===== src/rtl/free_list_if.sv =====
// rtl/free_list_if.sv - rename-path handshake bundle between dispatch/ROB and the free list
interface free_list_if #(
    parameter int FL_SIZE = 32
) ();
    localparam int CNT_W = $clog2(FL_SIZE) + 1;

    logic             dispatch_en;
    logic             branch_not_taken;
    logic             retire_valid;
    logic [6:0]       T_free_in;
    logic [6:0]       T_new_out;
    logic             free_valid;
    logic [CNT_W-1:0] free_count;
    logic             fl_empty;
`ifdef FREE_LIST_DUP_CHECK_EN
    logic             dup_error;
`endif

    // Dispatch/ROB side
    modport master (
        output dispatch_en, branch_not_taken, retire_valid, T_free_in,
`ifdef FREE_LIST_DUP_CHECK_EN
        input  dup_error,
`endif
        input  T_new_out, free_valid, free_count, fl_empty
    );

    // Free-list side
    modport slave (
        input  dispatch_en, branch_not_taken, retire_valid, T_free_in,
`ifdef FREE_LIST_DUP_CHECK_EN
        output dup_error,
`endif
        output T_new_out, free_valid, free_count, fl_empty
    );
endinterface


===== src/rtl/free_list.sv =====
// rtl/free_list.sv - circular free physical-tag FIFO with committed head for squash; optional FREE_LIST_DUP_CHECK_EN
module free_list #(
    parameter int FL_SIZE  = 32,
    parameter int PR_COUNT = 64,
    parameter int AR_COUNT = 32
) (
    input  logic        clock,
    input  logic        reset,
    free_list_if.slave  fl
);
    localparam int IDX_W = $clog2(FL_SIZE);
    localparam int PTR_W = IDX_W + 1;
    localparam int TAG_W = $clog2(PR_COUNT);

    logic [TAG_W-1:0] entry_q [FL_SIZE];
    logic [PTR_W-1:0] head_q, head_d;
    logic [PTR_W-1:0] tail_q, tail_d;
    logic [PTR_W-1:0] commit_q, commit_d;

    logic [PTR_W-1:0] count;
    logic             empty;
    logic             full;
    logic             alloc;
    logic             rel_req;
    logic             rel_ok;

    // Occupancy and the accept/drop decisions for this edge
    always_comb begin
        count   = tail_q - head_q;
        empty   = (count == '0);
        full    = (count == PTR_W'(FL_SIZE));
        alloc   = fl.dispatch_en && !empty && !fl.branch_not_taken;
        rel_req = fl.retire_valid && (fl.T_free_in != 7'h7F);
        // A full list can still accept a release when the head slot is vacated on the same edge
        rel_ok  = rel_req && (!full || alloc);
    end

    // Next-state pointers; squash rewinds head to the commit point including this edge's retire
    always_comb begin
        commit_d = fl.retire_valid ? commit_q + 1'b1 : commit_q;
        tail_d   = rel_ok ? tail_q + 1'b1 : tail_q;
        if (fl.branch_not_taken) begin
            head_d = commit_d;
        end else if (alloc) begin
            head_d = head_q + 1'b1;
        end else begin
            head_d = head_q;
        end
    end

    // Pointer registers; reset leaves the list full of the unmapped tags
    always_ff @(posedge clock or posedge reset) begin
        if (reset) begin
            head_q   <= '0;
            commit_q <= '0;
            tail_q   <= PTR_W'(FL_SIZE);
        end else begin
            head_q   <= head_d;
            commit_q <= commit_d;
            tail_q   <= tail_d;
        end
    end

    // Tag storage; released tags are written at the tail slot
    always_ff @(posedge clock or posedge reset) begin
        if (reset) begin
            for (int i = 0; i < FL_SIZE; i++) begin
                entry_q[i] <= TAG_W'(AR_COUNT + i);
            end
        end else if (rel_ok) begin
            entry_q[tail_q[IDX_W-1:0]] <= fl.T_free_in[TAG_W-1:0];
        end
    end

    assign fl.T_new_out  = {{(7-TAG_W){1'b0}}, entry_q[head_q[IDX_W-1:0]]};
    assign fl.free_count = count;
    assign fl.fl_empty   = empty;
    assign fl.free_valid = !empty;

`ifdef FREE_LIST_DUP_CHECK_EN
    logic             dup_q;
    logic             dup_hit;
    logic [IDX_W-1:0] dup_off;

    // A released tag matching any slot between head and tail is a double free
    always_comb begin
        dup_hit = 1'b0;
        dup_off = '0;
        for (int i = 0; i < FL_SIZE; i++) begin
            dup_off = IDX_W'(i) - head_q[IDX_W-1:0];
            if (({1'b0, dup_off} < count) && (entry_q[i] == fl.T_free_in[TAG_W-1:0])) begin
                dup_hit = 1'b1;
            end
        end
    end

    // Sticky error: double free, or a release that had to be dropped because the list was full
    always_ff @(posedge clock or posedge reset) begin
        if (reset) begin
            dup_q <= 1'b0;
        end else if (rel_req && (dup_hit || (full && !alloc))) begin
            dup_q <= 1'b1;
        end
    end

    assign fl.dup_error = dup_q;
`endif
endmodule


===== src/flat_wrapper.sv =====
// flat-port wrapper written by rule: the top's interface ports become plain ports
module free_list_flat 
#(
    parameter int FL_SIZE  = 32,
    parameter int PR_COUNT = 64,
    parameter int AR_COUNT = 32
)
  (clock, reset, fl_dispatch_en, fl_branch_not_taken, fl_retire_valid, fl_T_free_in, fl_T_new_out, fl_free_valid, fl_free_count, fl_fl_empty);
  free_list_if #(.FL_SIZE(FL_SIZE)) fl_i ();
  input  logic clock;
  input  logic reset;
  input wire logic [$bits(fl_i.dispatch_en)-1:0] fl_dispatch_en;
  input wire logic [$bits(fl_i.branch_not_taken)-1:0] fl_branch_not_taken;
  input wire logic [$bits(fl_i.retire_valid)-1:0] fl_retire_valid;
  input wire logic [$bits(fl_i.T_free_in)-1:0] fl_T_free_in;
  output wire logic [$bits(fl_i.T_new_out)-1:0] fl_T_new_out;
  output wire logic [$bits(fl_i.free_valid)-1:0] fl_free_valid;
  output wire logic [$bits(fl_i.free_count)-1:0] fl_free_count;
  output wire logic [$bits(fl_i.fl_empty)-1:0] fl_fl_empty;
  assign fl_i.dispatch_en = fl_dispatch_en;
  assign fl_i.branch_not_taken = fl_branch_not_taken;
  assign fl_i.retire_valid = fl_retire_valid;
  assign fl_i.T_free_in = fl_T_free_in;
  assign fl_T_new_out = fl_i.T_new_out;
  assign fl_free_valid = fl_i.free_valid;
  assign fl_free_count = fl_i.free_count;
  assign fl_fl_empty = fl_i.fl_empty;
  free_list #(.FL_SIZE(FL_SIZE), .PR_COUNT(PR_COUNT), .AR_COUNT(AR_COUNT)) u_core (.clock(clock), .reset(reset), .fl(fl_i));
endmodule

===== config.mk =====
export PLATFORM = sky130hd
export DESIGN_NAME = free_list_flat
export DESIGN_NICKNAME = d
export VERILOG_FILES = /design/src/rtl/free_list_if.sv /design/src/rtl/free_list.sv /design/src/flat_wrapper.sv
export SDC_FILE = /design/constraint.sdc
export NUM_CORES = 1
export LEC_CHECK = 0
export ABC_AREA = 1
export CAP_MARGIN = 20
export CORE_UTILIZATION = 35
export CTS_BUF_LIST = sky130_fd_sc_hd__clkbuf_16
export CTS_CLUSTER_DIAMETER = 60
export DETAILED_ROUTE_END_ITERATION = 10
export SETUP_SLACK_MARGIN = 0.5
export SYNTH_ARGS = -nofsm -noshare
export SYNTH_HDL_FRONTEND = slang
export SYNTH_SLANG_ARGS = --single-unit

===== constraint.sdc =====
create_clock -name clock -period 8.11 [get_ports clock]
set_clock_uncertainty 0.05 [all_clocks]
set_input_delay 1.622 -clock clock [delete_from_list [all_inputs] [get_ports clock]]
set_output_delay 1.622 -clock clock [all_outputs]
set_load 0.01 [all_outputs]

* Word-level counts from Yosys, hierarchy flattened
Index checks and enable logic that the tools add are counted.
** Word-level totals
- Bits in registers :: 210
- Latch bits :: 0
- RAM bits :: 0
- Bits in read-only memories :: 0
- Input port bits :: 12
- Output and inout port bits :: 15
- Logic and storage cells :: 66
- Memories kept :: 0
** Cells by class
- Add/subtract/negate cells :: 4
- Multiply operators :: 0
- Divide/modulo/power cells :: 0
- Magnitude comparators :: 3
- Eq/ne operators :: 2
- Shifts and indexed selects :: 0
- Multiplexer cells :: 9
- Bitwise operators :: 2
- Reduce and logical (&&, ||, !) cells :: 11
** Operator list (count)
- bitwise mux 192 bit :: 1
- two-way mux 6 bit :: 6
- binary-select mux 6 bit (select 5 bit) :: 1
- demux 6 bit (select 5 bit) :: 1
- adder 6 x 1 -> 6 bit (second input constant) :: 3
- greater-or-equal comparator 6 bit (second input constant) :: 2
- inverter 5 -> 6 bit :: 2
- != test 7 bit (second input constant) :: 1
- equality test 6 bit (second input constant) :: 1
- zero test 6 bit :: 1
- less-than comparator 6 x 1 -> 1 bit (second input constant) :: 1
- subtractor 6 bit :: 1
- logical AND 1 bit :: 5
- zero test 1 bit :: 3
- nonzero test 2 bit :: 1
- logical OR 1 bit :: 1

* Logic depth before layout (Yosys ltp)
- Word-level depth :: 7
- Mapped depth :: 17
- Gate-level depth less buffers :: 14

* Worst setup path before layout
OpenSTA, ideal clock, no wires.
- Kind :: reg2out
- Start point :: register u_core.head_q[2]
- End point :: output fl_fl_empty
- Arrival :: 2.069 ns
- Required time :: 6.438 ns
- Path slack :: 4.369 ns
- Stages on the path, launching flop included :: 13
- Path buffers :: 2
- Cell sequence :: dfrtp_1 > clkbuf_1 > inv_1 > clkbuf_1 > ha_1 > inv_1 > nand2_1 > nand2_1 > nor2_1 > nand3_1 > nor2_2 > nand3_1 > inv_1
** Between the ends
- Word-level cells in the longest chain between the ends :: 2
** Ends and longest elaborated chain
- start: declaration :: RTL line free_list.sv:16 : logic [PTR_W-1:0] head_q, head_d;
- start signal: assignment :: RTL line free_list.sv:54 : head_q <= '0;
- start signal: assignment :: RTL line free_list.sv:58 : head_q <= head_d;
- subtractor 6 bit :: RTL line free_list.sv:29 : count = tail_q - head_q;
- via fl_free_count[2] :: RTL line flat_wrapper.sv:18 : output wire logic [$bits(fl_i.free_count)-1:0] fl_free_count;
- zero test 6 bit :: RTL line free_list.sv:30 : empty = (count == '0);
- end: declaration :: RTL line flat_wrapper.sv:19 : output wire logic [$bits(fl_i.fl_empty)-1:0] fl_fl_empty;
The timed path passes the listed nets, and every way through them passes these cells.

* Worst setup path in the final report
- Start point :: register u_core.head_q[0]
- End point :: output fl_T_new_out[3]
** Between the ends
- Word-level cells in the longest chain between the ends :: 4
** Ends and longest elaborated chain
- inverter 5 -> 6 bit (implied by the code) :: RTL line free_list.sv:75 : assign fl.T_new_out = {{(7-TAG_W){1'b0}}, entry_q[head_q[IDX_W-1:0]]};
- binary-select mux 6 bit (select 5 bit) :: RTL line free_list.sv:75
- two-way mux 6 bit (implied by the code) (2 in series) :: RTL line free_list.sv:75
- end: declaration :: RTL line flat_wrapper.sv:16 : output wire logic [$bits(fl_i.T_new_out)-1:0] fl_T_new_out;
Every way passes these cells. The select of a mux whose other input is x is not followed.

==> metrics.txt <==
# TYPE chip_impl_metric gauge
chip_impl_metric{name="clkLatencyLatePin",unit="ns"} 0.54
chip_impl_metric{name="vdd_drop_max",unit="uV"} 204
chip_impl_metric{name="timing.final.crit_share",unit="%"} 69.1
chip_impl_metric{name="depth_of_the_worst_register_to_register_path",unit=""} 14
chip_impl_metric{name="detail_route.wl_per_cell",unit="um"} 19.2
chip_impl_metric{name="boundaryPins",unit=""} 27
chip_impl_metric{name="syn-mean-instance-area",unit="um^2"} 7.83
chip_impl_metric{name="critical_path.max_fanout",unit=""} 52
chip_impl_metric{name="power_per_cell_area",unit="nW/um^2"} 396
chip_impl_info{name="run_status",value="finished clean"} 1
chip_impl_metric{name="swShare",unit="%"} 43.1
chip_impl_info{name="worstHoldStart",value="u_core.entry_q[110]$_DFFE_PP1P_"} 1
chip_impl_info{name="critPathLaunchType",value="flip-flop"} 1
chip_impl_metric{name="grt_antenna_before_repair",unit=""} 0
chip_impl_metric{name="worst_slew_margin_rel",unit="%"} 33.3
chip_impl_info{name="worst_hold_path.endpoint",value="u_core.entry_q[110]$_DFFE_PP1P_"} 1
chip_impl_metric{name="final_cell_count_no_fill",unit=""} 1885
chip_impl_info{name="timing.critical_path.to_type",value="output pin"} 1
chip_impl_metric{name="numClockSinks",unit=""} 210
chip_impl_metric{name="num_vias",unit=""} 10610
chip_impl_metric{name="grt_start_max_net_pins",unit=""} 183
chip_impl_metric{name="finalHoldWorstSlack",unit="ns"} 0.408
chip_impl_metric{name="power.combinational.fraction",unit="%"} 42.3
chip_impl_info{name="tritoncts_clock_tree",value="yes"} 1
chip_impl_metric{name="critPathRequiredTime",unit="ns"} 6.44
chip_impl_metric{name="global_route.overflow_total",unit=""} 0
chip_impl_metric{name="seq_area_frac_synth",unit="%"} 46.8
chip_impl_metric{name="ys.warnings.count",unit=""} 0
chip_impl_metric{name="timing.reg2reg.setup_slack",unit="ns"} 4.34
chip_impl_metric{name="pwr-share-clk",unit="%"} 21.0
chip_impl_metric{name="area_growth",unit="%"} 10.6
chip_impl_metric{name="die_width",unit="um"} 183
chip_impl_metric{name="internal-power",unit="mW"} 2.87
chip_impl_metric{name="setup-tns-final",unit="ns"} 0
chip_impl_info{name="top_usage_layer",value="met2"} 1
chip_impl_metric{name="grt.total_usage",unit="%"} 21.6
chip_impl_metric{name="hold_viol",unit=""} 0
chip_impl_metric{name="syn_inst",unit=""} 1471
chip_impl_metric{name="cts_hold_buffers",unit=""} 0
chip_impl_metric{name="synthesized_net_count",unit=""} 1495
chip_impl_metric{name="placementRows",unit=""} 66
chip_impl_metric{name="max_freq",unit="MHz"} 178
chip_impl_info{name="mostFrequentLayoutCells",value="470 x nand2_1, 197 x nand4_1, 170 x nor2_1, 113 x dfstp_2, 108 x o21ai_0"} 1
chip_impl_metric{name="cap_violations",unit=""} 0
chip_impl_metric{name="final_layout_size_suffix_gt1_share",unit="%"} 13.4
chip_impl_metric{name="initial_drc_count",unit=""} 996
chip_impl_metric{name="cts-htree-levels",unit=""} 1
chip_impl_metric{name="postCtsSetupBuffers",unit=""} 0
chip_impl_metric{name="gp_routability_congestion",unit=""} 0.852
chip_impl_metric{name="timing.final.max_slew_violations",unit=""} 0
chip_impl_metric{name="detailedRoute.firstPassIterationCount",unit=""} 5
chip_impl_metric{name="finish.net_count",unit=""} 1448
chip_impl_metric{name="cts.repair.resized",unit=""} 0
chip_impl_info{name="root_buffer",value="clkbuf_16"} 1
chip_impl_metric{name="grt_util_met1",unit="%"} 31.2
chip_impl_info{name="synth.area.top_cells",value="dfstp_2 26%, dfrtp_1 21%, nand2_1 15%"} 1
chip_impl_metric{name="cts_inserted_buffers",unit=""} 25
chip_impl_metric{name="power",unit="mW"} 5.04
chip_impl_info{name="netlist.top_cell.by_area",value="dfstp_2"} 1
chip_impl_metric{name="cts.reportedPaths.clkPinSlew",unit="ns"} 0.06
chip_impl_info{name="reg2reg_from",value="u_core.head_q[1]$_DFFE_PP0P_"} 1
chip_impl_metric{name="fp.dieArea",unit="um^2"} 33700
chip_impl_metric{name="design.core.area",unit="um^2"} 32500
chip_impl_metric{name="post-route-drc-count",unit=""} 0
chip_impl_info{name="layout.cells.most_common",value="nand2_1"} 1
chip_impl_metric{name="sequentialPowerShare",unit="%"} 36.7
chip_impl_metric{name="numPlacedInstances",unit=""} 1839
chip_impl_info{name="grt_setup_unrepaired",value="no"} 1
chip_impl_metric{name="power.static_leakage",unit="nW"} 5.73
chip_impl_metric{name="die_height",unit="um"} 183
chip_impl_metric{name="mean_number_of_vias_per_cell",unit=""} 5.63
chip_impl_info{name="min_delay_path_class",value="reg -> reg"} 1
chip_impl_metric{name="port_buffers",unit=""} 25
chip_impl_metric{name="dp_hpwl",unit="mm"} 21.5
chip_impl_metric{name="grt_pass1_vias",unit=""} 9748
chip_impl_metric{name="clk_path_buf_depth",unit=""} 3
chip_impl_info{name="crit-reg2reg-capture",value="u_core.entry_q[176]$_DFFE_PP0P_"} 1
chip_impl_metric{name="initial_core_utilization",unit="%"} 35.5
chip_impl_metric{name="num_antenna_cells",unit=""} 0
chip_impl_metric{name="yosysTopAreaCellShare",unit="%"} 25.8
chip_impl_metric{name="timing.final.setup_violations",unit=""} 0
chip_impl_metric{name="grt_pass1_wl",unit="mm"} 57.1
chip_impl_metric{name="finalCriticalPeriod",unit="ns"} 5.60
chip_impl_metric{name="critPathArrivalTime",unit="ns"} 3.93
chip_impl_metric{name="final_core_util",unit="%"} 39.3
chip_impl_metric{name="grt_util_met2",unit="%"} 33.7
chip_impl_metric{name="max_slew.worst_pin.slew",unit="ns"} 0.997
chip_impl_metric{name="ant_nets",unit=""} 0
chip_impl_metric{name="totalWireLength",unit="mm"} 36.2
chip_impl_metric{name="count_of_state_elements_after_synthesis",unit=""} 210
chip_impl_metric{name="post_synth_num_cell_types",unit=""} 31
chip_impl_metric{name="globalRouteMet3Util",unit="%"} 3.03
chip_impl_info{name="path_class",value="reg -> out"} 1
chip_impl_metric{name="p_switching",unit="mW"} 2.17
chip_impl_metric{name="synth.cell_area",unit="um^2"} 11500
chip_impl_metric{name="hold-path-cell-count",unit=""} 2
-- area by class of cell --
class,instances,area [um^2]
clock buffers,25,626
clock inverters,21,134
fillers,3313,19700
inverters,34,135
multi-input cells,1109,5490
flip-flops and latches,210,5400
well taps,442,553
repair buffers,44,405
-- synthesized netlist by cell type --
library cell,n
nand2_1,470
nand4_1,197
nor2_1,171
dfstp_2,113
o21ai_0,108
dfrtp_1,97
clkbuf_1,70
nand3_1,58
o22ai_1,36
inv_1,32
buf_2,31
nand3_4,20
buf_1,11
ha_1,11
o211ai_1,11
xor2_1,8
a21oi_1,6
xnor2_1,4
buf_4,3
buf_8,2
o21ai_1,2
a31oi_1,1
buf_6,1
clkinv_1,1
conb_1,1
fa_1,1
inv_2,1
nor2_2,1
o211ai_2,1
o21a_1,1
o221ai_1,1
-- worst max-delay path by stage --
stage / startpoint / to / depth (start not counted)
after CTS: u_core.head_q[0]$_DFFE_PP0P_ / fl_T_new_out[0] / 9
after detailed placement: u_core.head_q[0]$_DFFE_PP0P_ / fl_T_new_out[0] / 9
after global routing: u_core.head_q[0]$_DFFE_PP0P_ / fl_T_new_out[3] / 9
after global placement: u_core.head_q[0]$_DFFE_PP0P_ / fl_T_new_out[0] / 9
after floorplan: reset / u_core.commit_q[0]$_DFF_PP0_ / 1
final: u_core.head_q[0]$_DFFE_PP0P_ / fl_T_new_out[3] / 9
-- cell families after synthesis --
family / share of synthesized area [%]
fa+ha+maj: 1.37
xor+xnor: 0.912
buf+inv: 5.65
simple gates: 37.2
compound gates: 8.01
other cells: 0.0325
flops: 46.8
-- stage by stage --
| stage | area (um^2) | setup slack [ns] |
|---|---|---|
| after global routing | 12700 | 2.29 |
| after detailed placement | 12000 | 3.13 |
| after global placement | 12000 | 3.12 |
| final | 12700 | 2.51 |
| after CTS | 12700 | 2.54 |
| after floorplan | 11500 | 0.887 |
-- metal layers --
metal  vias up  wire, um  share of wire (%)
met2       454     16400                 45
met1      5155     16200                 45
li1       4936         -                  -
met5         -         0                  0
met3        65      2770                7.6
met4         0       927                2.6
-- power groups by stage --
stage | Combinational (mW) | Sequential [mW] | Clock [mW]
detailed placement | 2.12 | 1.85 | 0
finish | 2.13 | 1.85 | 1.06
global placement | 2.09 | 1.85 | 0
global route | 2.37 | 1.89 | 1.11
floorplan | 1.49 | 1.72 | 0
CTS | 2.12 | 1.84 | 1.07
-- sequential cells by signal, indices dropped and copies added (netlist names) --
signal and cells:
u_core.entry_q 192, u_core.commit_q 6, u_core.head_q 6, u_core.tail_q 6
-- worst max-delay path: stages (launching register included) --
cell,delay (ns)
dfrtp_2,0.65
inv_2,0.78
buf_4,0.53
o21ai_0,0.14
o22ai_1,0.16
nand2_1,0.07
nand3_1,0.15
nor2_1,0.07
nor2_1,0.22
clkdlybuf4s50_1,0.59
Power figures use the tool's default switching activity.
